==> config.mk <==
export PLATFORM = sky130hd
export DESIGN_NAME = traffic_lane_engine
export DESIGN_NICKNAME = d
export VERILOG_FILES = /design/src/rtl/traffic_lane_engine.sv
export SDC_FILE = /design/constraint.sdc
export NUM_CORES = 1
export LEC_CHECK = 0
export BUFFER_PORTS_ARGS = -buffer_cell sky130_fd_sc_hd__buf_2
export CORE_AREA = 2 2 287 289
export CTS_BUF_LIST = sky130_fd_sc_hd__clkbuf_4
export DETAILED_ROUTE_END_ITERATION = 7
export DIE_AREA = 0 0 289 291
export SETUP_SLACK_MARGIN = 0.15
export SKIP_CTS_REPAIR_TIMING = 1
export SLEW_MARGIN = 40
export SYNTH_ARGS = -nofsm -noshare
export SYNTH_HDL_FRONTEND = slang
export SYNTH_SLANG_ARGS = --single-unit
export TNS_END_PERCENT = 20
==> constraint.sdc <==
create_clock -name CLOCK_50 -period 28.8 [get_ports CLOCK_50]
set_input_delay 2.88 -clock CLOCK_50 [delete_from_list [all_inputs] [get_ports CLOCK_50]]
set_output_delay 2.88 -clock CLOCK_50 [all_outputs]
set_load 0.005 [all_outputs]
==> src/rtl/traffic_lane_engine.sv <==
// Obstacle motion engine: one fixed-point phase accumulator per lane, swept one lane per clock.
// Optional difficulty ramp on level_up is compiled in with TRAFFIC_SPEED_RAMP_EN.
module traffic_lane_engine #(
   parameter int NUM_LANES     = 6,
   parameter int OBJS_PER_LANE = 10,
   parameter int SCREEN_WIDTH  = 640,
   parameter int OBJ_WIDTH     = 32,
   parameter int OBJ_HEIGHT    = 32,
   parameter int LANE_PITCH    = 64,
   parameter int Y_OFFSET      = 2,
   parameter int FRAC_BITS     = 4,
   parameter int MIN_SPEED     = 12,
   parameter int MAX_SPEED     = 24,
   parameter int SPEED_STEP    = 2,
   parameter int SPEED_CAP     = 64,
   parameter logic [NUM_LANES-1:0] DIR_PATTERN = NUM_LANES'('b101010)
) (
   input  logic              CLOCK_50,
   input  logic              reset_n,
   input  logic [1:0]        gameState,
   input  logic              frame_start,
   input  logic              level_up,
   input  logic [9:0]        rnd,
   output logic signed [10:0] obstacle_x [NUM_LANES][OBJS_PER_LANE],
   output logic [8:0]        obstacle_y [NUM_LANES],
   output logic              direction [NUM_LANES],
   output logic              busy,
   output logic              update_done,
   output logic              frame_overrun,
   output logic [1:0]        fsm_state
);

   localparam int TOTAL_WIDTH = SCREEN_WIDTH + OBJ_WIDTH;
   localparam int PH_MAX      = TOTAL_WIDTH << FRAC_BITS;
   localparam int PH_W        = $clog2(PH_MAX);
   localparam int K_W         = (NUM_LANES > 1) ? $clog2(NUM_LANES) : 1;
   localparam int SPAN        = MAX_SPEED - MIN_SPEED + 1;
   localparam logic [K_W-1:0] LAST_K = K_W'(NUM_LANES - 1);
   localparam logic [1:0]     PLAY   = 2'b01;

   // Handshake: frame_start is a fire-and-forget pulse accepted only when busy is low;
   // update_done is a one-cycle pulse with no back-pressure.
   typedef enum logic [1:0] {
      S_IDLE   = 2'd0,
      S_INIT   = 2'd1,
      S_UPDATE = 2'd2,
      S_DONE   = 2'd3
   } state_t;

   state_t         state;
   logic [K_W-1:0] k;
   logic [1:0]     prev_gs;

   logic [PH_W-1:0] phase [NUM_LANES];
   logic [7:0]      speed [NUM_LANES];

   logic [PH_W-1:0] cur_phase;
   logic [PH_W-1:0] upd_phase;
   logic [PH_W-1:0] new_phase;
   logic [PH_W:0]   fwd_sum;
   logic [7:0]      cur_speed;
   logic [7:0]      rnd_mod;
   logic [7:0]      init_speed;

   // Left edge of obstacle c for a given lane phase; spawn offsets wrap once around the track.
   function automatic logic signed [10:0] lane_x(input logic [PH_W-1:0] ph, input int c);
      logic [10:0] p;
      p = 11'(ph >> FRAC_BITS) + 11'(c * TOTAL_WIDTH / OBJS_PER_LANE);
      if (p >= 11'(TOTAL_WIDTH)) p = p - 11'(TOTAL_WIDTH);
      return $signed(p - 11'(OBJ_WIDTH));
   endfunction

`ifdef TRAFFIC_SPEED_RAMP_EN
   function automatic logic [7:0] ramp_speed(input logic [7:0] s);
      logic [8:0] r;
      r = {1'b0, s} + 9'(SPEED_STEP);
      if (r > 9'(SPEED_CAP)) r = 9'(SPEED_CAP);
      return r[7:0];
   endfunction
`else
   logic level_up_unused;
   assign level_up_unused = level_up;
`endif

   always_comb begin
      cur_phase = phase[k];
      cur_speed = speed[k];
      fwd_sum   = {1'b0, cur_phase} + (PH_W+1)'(cur_speed);
      upd_phase = cur_phase;
      if (DIR_PATTERN[k]) begin
         if (cur_phase < PH_W'(cur_speed))
            upd_phase = PH_W'(({1'b0, cur_phase} + (PH_W+1)'(PH_MAX)) - (PH_W+1)'(cur_speed));
         else
            upd_phase = cur_phase - PH_W'(cur_speed);
      end else begin
         if (fwd_sum >= (PH_W+1)'(PH_MAX))
            upd_phase = PH_W'(fwd_sum - (PH_W+1)'(PH_MAX));
         else
            upd_phase = fwd_sum[PH_W-1:0];
      end
      new_phase  = (state == S_INIT) ? '0 : upd_phase;
      rnd_mod    = 8'(rnd % 10'(SPAN));
      init_speed = 8'(MIN_SPEED) + rnd_mod;
   end

   always_ff @(posedge CLOCK_50 or negedge reset_n) begin
      if (!reset_n) begin
         state         <= S_IDLE;
         k             <= '0;
         prev_gs       <= 2'b00;
         busy          <= 1'b0;
         update_done   <= 1'b0;
         frame_overrun <= 1'b0;
      end else begin
         prev_gs     <= gameState;
         update_done <= (state == S_DONE);
         if (frame_start && busy) frame_overrun <= 1'b1;
         case (state)
            S_IDLE: begin
               // Play entry wins over a coincident frame_start.
               if (gameState == PLAY && prev_gs != PLAY) begin
                  state <= S_INIT;
                  k     <= '0;
                  busy  <= 1'b1;
               end else if (frame_start && gameState == PLAY) begin
                  state <= S_UPDATE;
                  k     <= '0;
                  busy  <= 1'b1;
               end
            end
            S_INIT: begin
               if (k == LAST_K) begin
                  state <= S_IDLE;
                  k     <= '0;
                  busy  <= 1'b0;
               end else begin
                  k <= k + 1'b1;
               end
            end
            S_UPDATE: begin
               if (k == LAST_K) begin
                  state <= S_DONE;
                  k     <= '0;
               end else begin
                  k <= k + 1'b1;
               end
            end
            S_DONE: begin
               state <= S_IDLE;
               busy  <= 1'b0;
            end
            default: begin
               state <= S_IDLE;
               busy  <= 1'b0;
            end
         endcase
      end
   end

   always_ff @(posedge CLOCK_50 or negedge reset_n) begin
      if (!reset_n) begin
         for (int i = 0; i < NUM_LANES; i++) begin
            phase[i] <= '0;
            speed[i] <= 8'(MIN_SPEED);
            for (int c = 0; c < OBJS_PER_LANE; c++)
               obstacle_x[i][c] <= lane_x('0, c);
         end
      end else begin
`ifdef TRAFFIC_SPEED_RAMP_EN
         if (level_up)
            for (int i = 0; i < NUM_LANES; i++)
               speed[i] <= ramp_speed(speed[i]);
`endif
         // Later assignment gives the INIT speed priority over a same-cycle ramp.
         if (state == S_INIT || state == S_UPDATE) begin
            phase[k] <= new_phase;
            for (int c = 0; c < OBJS_PER_LANE; c++)
               obstacle_x[k][c] <= lane_x(new_phase, c);
            if (state == S_INIT) speed[k] <= init_speed;
         end
      end
   end

   for (genvar i = 0; i < NUM_LANES; i++) begin : g_lane
      assign obstacle_y[i] = 9'(Y_OFFSET + (NUM_LANES - 1 - i) * LANE_PITCH
                                + LANE_PITCH / 4 - OBJ_HEIGHT / 2);
      assign direction[i]  = DIR_PATTERN[i];
   end

   assign fsm_state = state;

endmodule

=== Word level (Yosys, flattened, before mapping) ===
Memory sizes are Yosys's and may differ from the RTL's.
Cells that the tools add are included.

* ROM bits: 8
* Register bits after elaboration: 802
* Output and inout port bits: 725
* Memories kept: 1

* Order comparisons: 15
* Reductions and logical operators: 13
* $add $sub $neg: 36
* Div/mod/pow operators: 1
* Muxes and demuxes: 80
* Equal/unequal tests: 9
* Bitwise logic cells: 1

{| class="wikitable"
|+ Memories
! memory !! words !! bits a word !! read ports !! clocked after Yosys merged registers in !! wr ports !! RTL line !! source
|-
| (name not given) || 8 || 1 || 1 || 0 || 0 || 90 || <nowiki>if (DIR_PATTERN[k]) begin</nowiki>
|}

{| class="wikitable"
|+ Operator list
! operator !! count
|-
| $bwmux 660 || 10
|-
| $demux 110 s3 || 10
|-
| $mux 11 || 21
|-
| $mux 110 || 1
|-
| $sub 11x6->11 const B || 10
|-
| $ge 11x10->1 const B || 9
|-
| $mux 99 || 1
|-
| $sub 11x10->11 const B || 9
|-
| $mux 14 || 7
|-
| $mux 88 || 1
|-
| $bwmux 84 || 1
|-
| $mux 77 || 1
|-
| $mux 66 || 1
|-
| $mux 55 || 1
|-
| $bwmux 48 || 1
|-
| $add 10x9->11 const B || 4
|-
| $mux 44 || 1
|-
| $bmux 14 s3 || 1
|-
| $demux 14 s3 || 1
|-
| $mux 33 || 1
|-
| $sub 14x8->14 || 2
|-
| $bmux 8 s3 || 1
|-
| $demux 8 s3 || 1
|-
| $mux 8 || 3
|-
| other kinds (38) || 56
|}

=== Logic depth before layout (Yosys ltp) ===
Gate-level depths: netlist (run 1).

* Depth in word-level cells: 23
* Gate-level depth with buffers: 42
* Mapped depth without buffers: 33

=== Worst setup path before layout (run 1) ===
No wires, ideal clock.

* Path type: register -> register
* Start: register k[0]
* End: register obstacle_x[405] in the netlist's numbering
* Path slack: 19.544 ns
* Data arrival time: 9.123 ns
* Period minus slack after synthesis: 9.256 ns
* Cell stages (with the launch flop): 42
* Cell sequence: dfrtp_1 -> buf_6 -> buf_6 -> buf_4 -> clkbuf_1 -> buf_1 -> buf_1 -> buf_1 -> mux2i_1 -> nor2_1 -> a21oi_1 -> inv_1 -> ha_1 -> buf_4 -> nor2_2 -> a211o_1 -> or3_4 -> and3_1 -> [6 not listed] -> nor2_1 -> buf_2 -> clkbuf_1 -> clkbuf_1 -> ha_1 -> inv_1 -> nor3_2 -> xnor2_1 -> or3_1 -> a2111o_1 -> a21o_1 -> xnor2_1 -> inv_1 -> ha_1 -> nand2_1 -> nor2_2 -> xnor2_2 -> o21ai_0

* Cells in the longest elaborated chain, start to end: 23
* Elaborated cells between the ends (all ways): 103
* Those cells by class: 34 x add/sub; 14 x order compare; 52 x mux; 1 x bitwise; 1 x reduce/logical; 1 x memory

{| class="wikitable"
|+ Ends and longest elaborated chain
! element !! RTL line !! source
|-
| start: declaration || 51 || <nowiki>logic [K_W-1:0] k;</nowiki>
|-
| start signal: assignment || 137 || <nowiki>k <= k + 1'b1;</nowiki>
|-
| start signal: assignment || 145 || <nowiki>k <= k + 1'b1;</nowiki>
|-
| $not 3->4 (implied by the code) || 86, 87, 178 ||
|-
| $bmux 14 s3 / $bmux 8 s3 (equally long branches) || 86, 87 ||
|-
| $mux 14 (implied by the code) / $mux 8 (equally long branches) (2 in a row) || 86, 87 ||
|-
| $add 14x8->15 / $add 14x14->14 (equally long branches) || 88, 92 ||
|-
| $sub 14x14->14, or another cell as far along || 97 || <nowiki>upd_phase = PH_W'(fwd_sum - (PH_W+1)'(PH_MAX));</nowiki>
|-
| $mux 14, on equally long branches || 96, 91 ||
|-
| $mux 14 || 90 ||
|-
| $mux 14 || 101 || <nowiki>new_phase = (state == S_INIT) ? '0 : upd_phase;</nowiki>
|-
| $add 10x7->11, or another cell as far along || 68 || <nowiki>p = 11'(ph >> FRAC_BITS) + 11'(c * TOTAL_WIDTH / OBJS_PER_LANE);</nowiki>
|-
| $sub 11x10->11, or another cell as far along || 69 || <nowiki>if (p >= 11'(TOTAL_WIDTH)) p = p - 11'(TOTAL_WIDTH);</nowiki>
|-
| $mux 11, on equally long branches || 69, 175 ||
|-
| $mux 11 / $sub 11x6->11 (equally long branches) || 175, 70 ||
|-
| $sub 11x6->11 / $bwmux 660 (equally long branches) || 70, 178 ||
|-
| $bwmux 660 (8 in a row) || 178 || <nowiki>obstacle_x[k][c] <= lane_x(new_phase, c);</nowiki>
|-
| $bwmux 660 * || 178 ||
|-
| end signal: indexed assignment || 166 || <nowiki>obstacle_x[i][c] <= lane_x('0, c);</nowiki>
|-
| end signal: indexed assignment || 178 ||
|-
| end: declaration || 24 || <nowiki>output logic signed [10:0] obstacle_x [NUM_LANES][OBJS_PER_LANE],</nowiki>
|}

Every way passes the cells marked *; elsewhere a longest branch is shown, timed or not. The select of a mux whose other input is x is not followed.
A chain may end at the register's enable or synchronous reset.

=== Final worst setup path (run 1) ===
* Start: register k[0]
* End: register obstacle_x[306] in the netlist's numbering

* Cells in the longest elaborated chain, start to end: 23
* Elaborated cells between the ends (all ways): 103
* Those cells by class: 34 x add/sub; 14 x order compare; 52 x mux; 1 x bitwise; 1 x reduce/logical; 1 x memory

{| class="wikitable"
|+ Ends and longest elaborated chain
! element !! RTL line !! source
|-
| $not 3->4 (implied by the code) || 86, 87 ||
|-
| $bmux 14 s3 / $bmux 8 s3 (equally long branches) || 86, 87 ||
|-
| $mux 14 (implied by the code) / $mux 8 (equally long branches) (2 in a row) || 86, 87 ||
|-
| $add 14x8->15 / $add 14x14->14 (equally long branches) || 88, 92 ||
|-
| $sub 14x14->14, or another cell as far along || 97 ||
|-
| $mux 14, on equally long branches || 96, 91 ||
|-
| $mux 14 * || 90 ||
|-
| $mux 14 * || 101 ||
|-
| net new_phase[9] || 59 || <nowiki>logic [PH_W-1:0] new_phase;</nowiki>
|-
| $add 10x7->11, or another cell as far along || 68 ||
|-
| $sub 11x10->11, or another cell as far along || 69 ||
|-
| $mux 11, on equally long branches || 69, 175 ||
|-
| $mux 11 / $sub 11x6->11 (equally long branches) || 175, 70 ||
|-
| $sub 11x6->11 / $bwmux 660 (equally long branches) || 70, 178 ||
|-
| $bwmux 660 (8 in a row) || 178 ||
|-
| $bwmux 660 * || 178 ||
|}

Mark *: on every way through the listed nets, which the timed path passes. The rest lies on a longest branch. The select of a mux whose other input is x is not followed.

==> flow_metrics.env, run 1 <==
export IMPL_fin_skew_ns=0.0789
export IMPL_initial_core_util=0.424
export IMPL_yosysTopAreaCellShare=0.282
export IMPL_rr_worst_depth=33
export IMPL_grt_pass1_vias=27266
export IMPL_multi_input_area_sq_um=15400
export IMPL_ctsRootBufferMaster="clkbuf_4"
export IMPL_fin_crit_sh=0.386
export IMPL_rrSetupSlack_ns=17.67
export IMPL_endpoint_kind="flop"
export IMPL_numCtsBuffers=171
export IMPL_cp_num_buf_inv=7
export IMPL_wl_per_cell_microns=19.9
export IMPL_slew_viol_final=0
export IMPL_finalHoldViolations=0
export IMPL_cp_arrival_ns=11.98
export IMPL_cts_sinks=652
export IMPL_wl_microns=109000
export IMPL_htree_levels=4
export IMPL_drt_initial_drc_count=1543
export IMPL_tightest_slew_ns=0.859
export IMPL_r2r_start="k[0]$_DFFE_PN0P_"
export IMPL_synth_seq_cells=652
export IMPL_fin_crit_ns=11.13
export IMPL_timing_fmax_mhz=89.9
export IMPL_path_class="flop to flop"
export IMPL_avgSynthCellArea_sq_um=9.19
export IMPL_seq_area_sq_um=16600
export IMPL_synth_edff_count=0
export IMPL_io_buffers=679
export IMPL_die_h_microns=291
export IMPL_yosys_area_top_type="dfrtp_1"
export IMPL_syn_inst=3745
export IMPL_min_path_type="flop to flop"
export IMPL_setup_viol=0
export IMPL_cap_viol_max_count=0
export IMPL_ys_types=107
export IMPL_coreArea_sq_um=81200
export IMPL_critPathMaxStageDelay_ns=0.77
export IMPL_ant_nets=0
export IMPL_gp_congestion=0.936
export IMPL_clock_path_buffers=3
export IMPL_synth_sequential_area_ratio=0.484
export IMPL_cp_depth=33
export IMPL_ys_top_cells_by_count="nand2_1, o21ai_0, dfrtp_1"
export IMPL_viasPerCell=5.23
export IMPL_cts_clk_slew_worst_paths_ns=0.07
export IMPL_setup_ws_ns=17.67
export IMPL_startpoint="k[0]$_DFFE_PN0P_"
export IMPL_fill_cells=7854
export IMPL_endpoint="obstacle_x[306]$_DFFE_PN0P_"
export IMPL_max_slew_margin=0.427
export IMPL_crit_path_top_delay_cell="dfrtp_4"
export IMPL_syn_to_final_growth_pct=16.5
export IMPL_dp_slack_ns=17.79
export IMPL_synthFlopType="dfrtp_1"
export IMPL_critPathTopFamily="compound AO/OA/AOI/OAI gates"
export IMPL_rr_endpoint="obstacle_x[306]$_DFFE_PN0P_"
export IMPL_die_w_microns=289
export IMPL_grt_antenna_before_repair=10
export IMPL_grt_pass1_wl_microns=166000
export IMPL_clkLatencyLatePin_ns=1.08
export IMPL_core_rowCount=105
export IMPL_cp_required_ns=29.66
export IMPL_syn_area_sq_um=34400
export IMPL_critPathMaxFanout=54
export IMPL_hpwlAfterDp_microns=77300
export IMPL_grt_ovfl_total=0
export IMPL_async_flop_share=1.00
export IMPL_status="finished clean"
export IMPL_grt_max_degree=106
export IMPL_dr_pass1_iters=5
export IMPL_nets=4381
export IMPL_fin_setup_tns_ns=0
export IMPL_rsz0062_at_grt="no"
export IMPL_io_pin_count=741
export IMPL_fin_util=0.494
export IMPL_cts_tree="yes"
export IMPL_design_area_sq_um=40100
export IMPL_synth_most_common_cell="nand2_1"
export IMPL_start_kind="flop"
export IMPL_drc_errors=0
export IMPL_synth_area_leaders="dfrtp_1, dfstp_2, o21ai_0"
export IMPL_drive_gt1_frac=0.319
export IMPL_grtUsageTotal=0.257
export IMPL_route_vias_total=28727
export IMPL_postPlaceCellArea_sq_um=37600
export IMPL_ys_warn_count=0
export IMPL_die_area_sq_um=84100
## registers in the layout, indices dropped and copies added, names as in the netlist, 2 cells and up
signal      cells
fsm_state       2
k               3
obstacle_x    517
phase          77
prev_gs         2
speed          48
## kinds of logic (layout without fill, tap and decap cells)
family / count (synthesis) / in the layout / share of synthesized area
compound gates: 1066 / 1066 / 0.181
xor+xnor: 127 / 127 / 0.0336
fa+ha+maj: 94 / 94 / 0.0362
buf+inv: 543 / 1155 / 0.0839
flops: 652 / 652 / 0.484
mux: 82 / 82 / 0.0310
other cells: 2 / 68 / 0.000218
simple gates: 1179 / 1179 / 0.151
## routing by layer
layer	wire [microns]	vias to the layer above	global-route usage
li1	-	13794	-
met1	46700	13682	0.335
met2	51600	1067	0.416
met3	7430	182	0.0601
met4	3330	2	0.0920
met5	13	-	0
## per-stage QoR
step,hold WS (ns),instances
detailed placement,0.445,5166
floorplan,0.441,3803
finish,0.459,5493
global placement,0.436,5162
global route,0.471,5492
CTS,0.459,5483
## area by class of cell
type                    instances  share of cell area
clock inverters                46             0.00824
repair buffers                732              0.0984
inverters                     106             0.00996
diodes                          8            0.000500
clock buffers                 271              0.0508
multi-input cells            2608               0.383
well taps                    1070              0.0334
flip-flops and latches        652               0.416
## cells in the final DEF (no fill, tap or decap), types with 11 or more instances in the layout
cell        n
a31oi_1    30
o21ai_0   619
mux2_2     14
a211oi_1   18
buf_2     678
o31ai_1    26
a21oi_1   142
nor2_1    192
mux2i_1    47
o21a_1     15
buf_4      39
mux4_2     18
nand2b_1   16
xor2_1     24
clkinv_1   29
conb_1     60
nand2_1   665
o21ai_1    31
ha_1       84
o31a_1     11
dfstp_2   264
o211ai_1   21
dfrtp_1   387
inv_1      99
a21o_1     32
nand4_1    17
nor3_1     52
xnor2_1    82
nor2b_1    19
xnor2_2    13
and2_1     31
or3_1      18
and3_1     15
nand3_1    65
o22ai_1    11
clkbuf_4  271
nor4_1     12
## how the worst min path moves through the flow
stage / startpoint / end / slack [ns] / depth (start not counted)
2_1_floorplan: phase[31]$_DFFE_PN0P_ / phase[31]$_DFFE_PN0P_ / 0.44 / 2
4_1_cts: frame_overrun$_DFFE_PN0P_ / frame_overrun$_DFFE_PN0P_ / 0.46 / 1
5_1_grt: frame_overrun$_DFFE_PN0P_ / frame_overrun$_DFFE_PN0P_ / 0.47 / 1
3_3_place_gp: frame_overrun$_DFFE_PN0P_ / frame_overrun$_DFFE_PN0P_ / 0.44 / 1
3_5_place_dp: frame_overrun$_DFFE_PN0P_ / frame_overrun$_DFFE_PN0P_ / 0.44 / 1
6_report: frame_overrun$_DFFE_PN0P_ / frame_overrun$_DFFE_PN0P_ / 0.46 / 1
Power of run 1 is left out: the tool's default activity adds up to more than one toggle a clock period on the data nets, which glitch-free logic cannot reach.
==> run 2, diff against run 1 <==
--- a/config.mk
+++ b/config.mk
@@ -6,10 +6,10 @@
 export NUM_CORES = 1
 export LEC_CHECK = 0
 export BUFFER_PORTS_ARGS = -buffer_cell sky130_fd_sc_hd__buf_2
-export CORE_AREA = 2 2 287 289
+export CORE_AREA = 2 2 288 290
 export CTS_BUF_LIST = sky130_fd_sc_hd__clkbuf_4
 export DETAILED_ROUTE_END_ITERATION = 7
-export DIE_AREA = 0 0 289 291
+export DIE_AREA = 0 0 290 292
 export SETUP_SLACK_MARGIN = 0.15
 export SKIP_CTS_REPAIR_TIMING = 1
 export SLEW_MARGIN = 40
==> constraint.sdc (replaced) <==
create_clock -name CLOCK_50 -period 10.62 [get_ports CLOCK_50]
set_input_delay 1.062 -clock CLOCK_50 [delete_from_list [all_inputs] [get_ports CLOCK_50]]
set_output_delay 1.062 -clock CLOCK_50 [all_outputs]
set_load 0.005 [all_outputs]
==> flow_metrics.env, run 2 (synthesis gave the netlist of run 1 again) <==
export IMPL_hold_end="prev_gs[1]$_DFF_PN0_"
export IMPL_hpwlAfterDp_microns=78400
export IMPL_grt_pass1_vias=27826
export IMPL_critPathMaxFanout=32
export IMPL_layout_commonest_cell="buf_2"
export IMPL_grtUsageTotal=0.257
export IMPL_clkLatencyLatePin_ns=1.03
export IMPL_die_w_microns=290
export IMPL_min_path_type="primary input to flop"
export IMPL_initial_core_util=0.422
export IMPL_design_area_sq_um=40200
export IMPL_syn_to_final_growth_pct=16.9
export IMPL_endpoint_kind="flop"
export IMPL_startpoint="k[0]$_DFFE_PN0P_"
export IMPL_drive_gt1_frac=0.323
export IMPL_nets=4416
export IMPL_core_rowCount=105
export IMPL_cap_viol_max_count=0
export IMPL_numCtsBuffers=172
export IMPL_drc_errors=0
export IMPL_start_kind="flop"
export IMPL_fin_skew_ns=0.0842
export IMPL_grt_max_degree=150
export IMPL_dr_pass1_iters=6
export IMPL_cpMostUsedCell="ha_1"
export IMPL_io_pin_count=741
export IMPL_crit_path_top_delay_cell="dfrtp_4"
export IMPL_cts_sinks=652
export IMPL_grt_antenna_before_repair=4
export IMPL_largest_reg_flops=517
export IMPL_wl_per_cell_microns=19.8
export IMPL_rr_worst_depth=31
export IMPL_status="finished clean"
export IMPL_path_class="flop to flop"
export IMPL_grt_pass1_wl_microns=169000
export IMPL_slew_viol_final=0
export IMPL_rrSetupSlack_ns=1.04
export IMPL_fin_crit_ns=9.58
export IMPL_die_area_sq_um=84700
export IMPL_critPathMaxStageDelay_ns=0.82
export IMPL_postPlaceCellArea_sq_um=37800
export IMPL_finalHoldViolations=0
export IMPL_tightest_slew_ns=0.871
export IMPL_ant_nets=0
export IMPL_route_vias_total=28862
export IMPL_grt_ovfl_total=0
export IMPL_io_buffers=679
export IMPL_setup_ws_ns=1.04
export IMPL_hold_depth=1
export IMPL_holdCritStartpoint="gameState[1]"
export IMPL_max_slew_margin=0.413
export IMPL_clock_path_buffers=3
export IMPL_die_h_microns=292
export IMPL_cp_arrival_ns=10.42
export IMPL_rr_endpoint="obstacle_x[469]$_DFFE_PN1P_"
export IMPL_setup_viol=0
export IMPL_cts_clk_slew_worst_paths_ns=0.07
export IMPL_gp_congestion=0.923
export IMPL_r2r_start="k[0]$_DFFE_PN0P_"
export IMPL_dp_cells=5199
export IMPL_top_register="obstacle_x"
export IMPL_rsz0062_at_grt="no"
export IMPL_htree_levels=4
export IMPL_fin_setup_tns_ns=0
export IMPL_viasPerCell=5.22
export IMPL_cp_required_ns=11.46
export IMPL_ctsRootBufferMaster="clkbuf_4"
export IMPL_reg_top3="obstacle_x: 517 flops, phase: 77 flops, speed: 48 flops"
export IMPL_wl_microns=110000
export IMPL_final_cells=5531
export IMPL_drt_initial_drc_count=1691
export IMPL_timing_fmax_mhz=104
export IMPL_final_cell_mix="buf_2, nand2_1, o21ai_0"
export IMPL_coreArea_sq_um=81600
export IMPL_fin_crit_sh=0.902
export IMPL_cts_tree="yes"
export IMPL_dp_slack_ns=1.29
run 2: changes by cell type in the layout (fill, tap and decap cells not counted), moves of 2 or more:
cell	previous run	this run
buf_4	39	73
bufinv_16	4	0
clkbuf_4	271	274
clkinv_2	4	8
clkinv_4	1	3
diode_2	8	5
nor2_1	192	194
xnor2_1	82	85
xnor2_2	13	10
xor2_1	24	26
xor2_2	6	4
run 2: worst max path at each step:
| stage | to | slack (ns) | depth (start not counted) |
|---|---|---|---|
| floorplan | obstacle_x[405]$_DFFE_PN0P_ | 1.36 | 41 |
| global placement | obstacle_x[172]$_DFFE_PN1P_ | 1.34 | 28 |
| detailed placement | obstacle_x[282]$_DFFE_PN1P_ | 1.29 | 28 |
| CTS | obstacle_x[62]$_DFFE_PN1P_ | 1.27 | 28 |
| global route | obstacle_x[502]$_DFFE_PN1P_ | 0.44 | 28 |
| finish | obstacle_x[469]$_DFFE_PN1P_ | 1.04 | 31 |
run 2: stage by stage:
| step | hold WS [ns] | utilization |
|---|---|---|
| after floorplan | 0.441 | - |
| after detailed placement | 0.443 | 0.464 |
| after global placement | 0.435 | 0.461 |
| after CTS | -0.139 | 0.492 |
| final | 0.216 | 0.493 |
| after global routing | 0.0962 | 0.493 |
run 2: metal layers:
layer  GRT usage  share of wire  up-vias
li1            -              -    13851
met1       0.333           0.43    13887
met2       0.430           0.48      966
met3      0.0560          0.061      158
met4      0.0805          0.024        0
met5           0              0        -
run 2: critical path, delay by kind of cell, from the launching register on:
kind / cells / cell delay [ns]
buffers and inverters: 6 / 0.85
AND/OR/NAND/NOR: 8 / 1.62
multiplexers: 1 / 0.57
adder cells (fa/ha/maj): 5 / 1.96
flip-flops: 1 / 0.82
XOR/XNOR: 3 / 1.18
AO/OA/AOI/OAI: 8 / 2.36
run 2: cell type report:
| type | count | area, sq um |
|---|---|---|
| Multi-Input combinational cell | 2608 | 15300 |
| Tap cell | 1070 | 1340 |
| Antenna cell | 5 | 12.5 |
| Inverter | 106 | 399 |
| Clock buffer | 274 | 2060 |
| Clock inverter | 50 | 267 |
| Sequential cell | 652 | 16600 |
| Timing Repair Buffer | 766 | 4200 |
| Fill cell | 7931 | 41400 |
Power of run 2 is left out for the same reason.
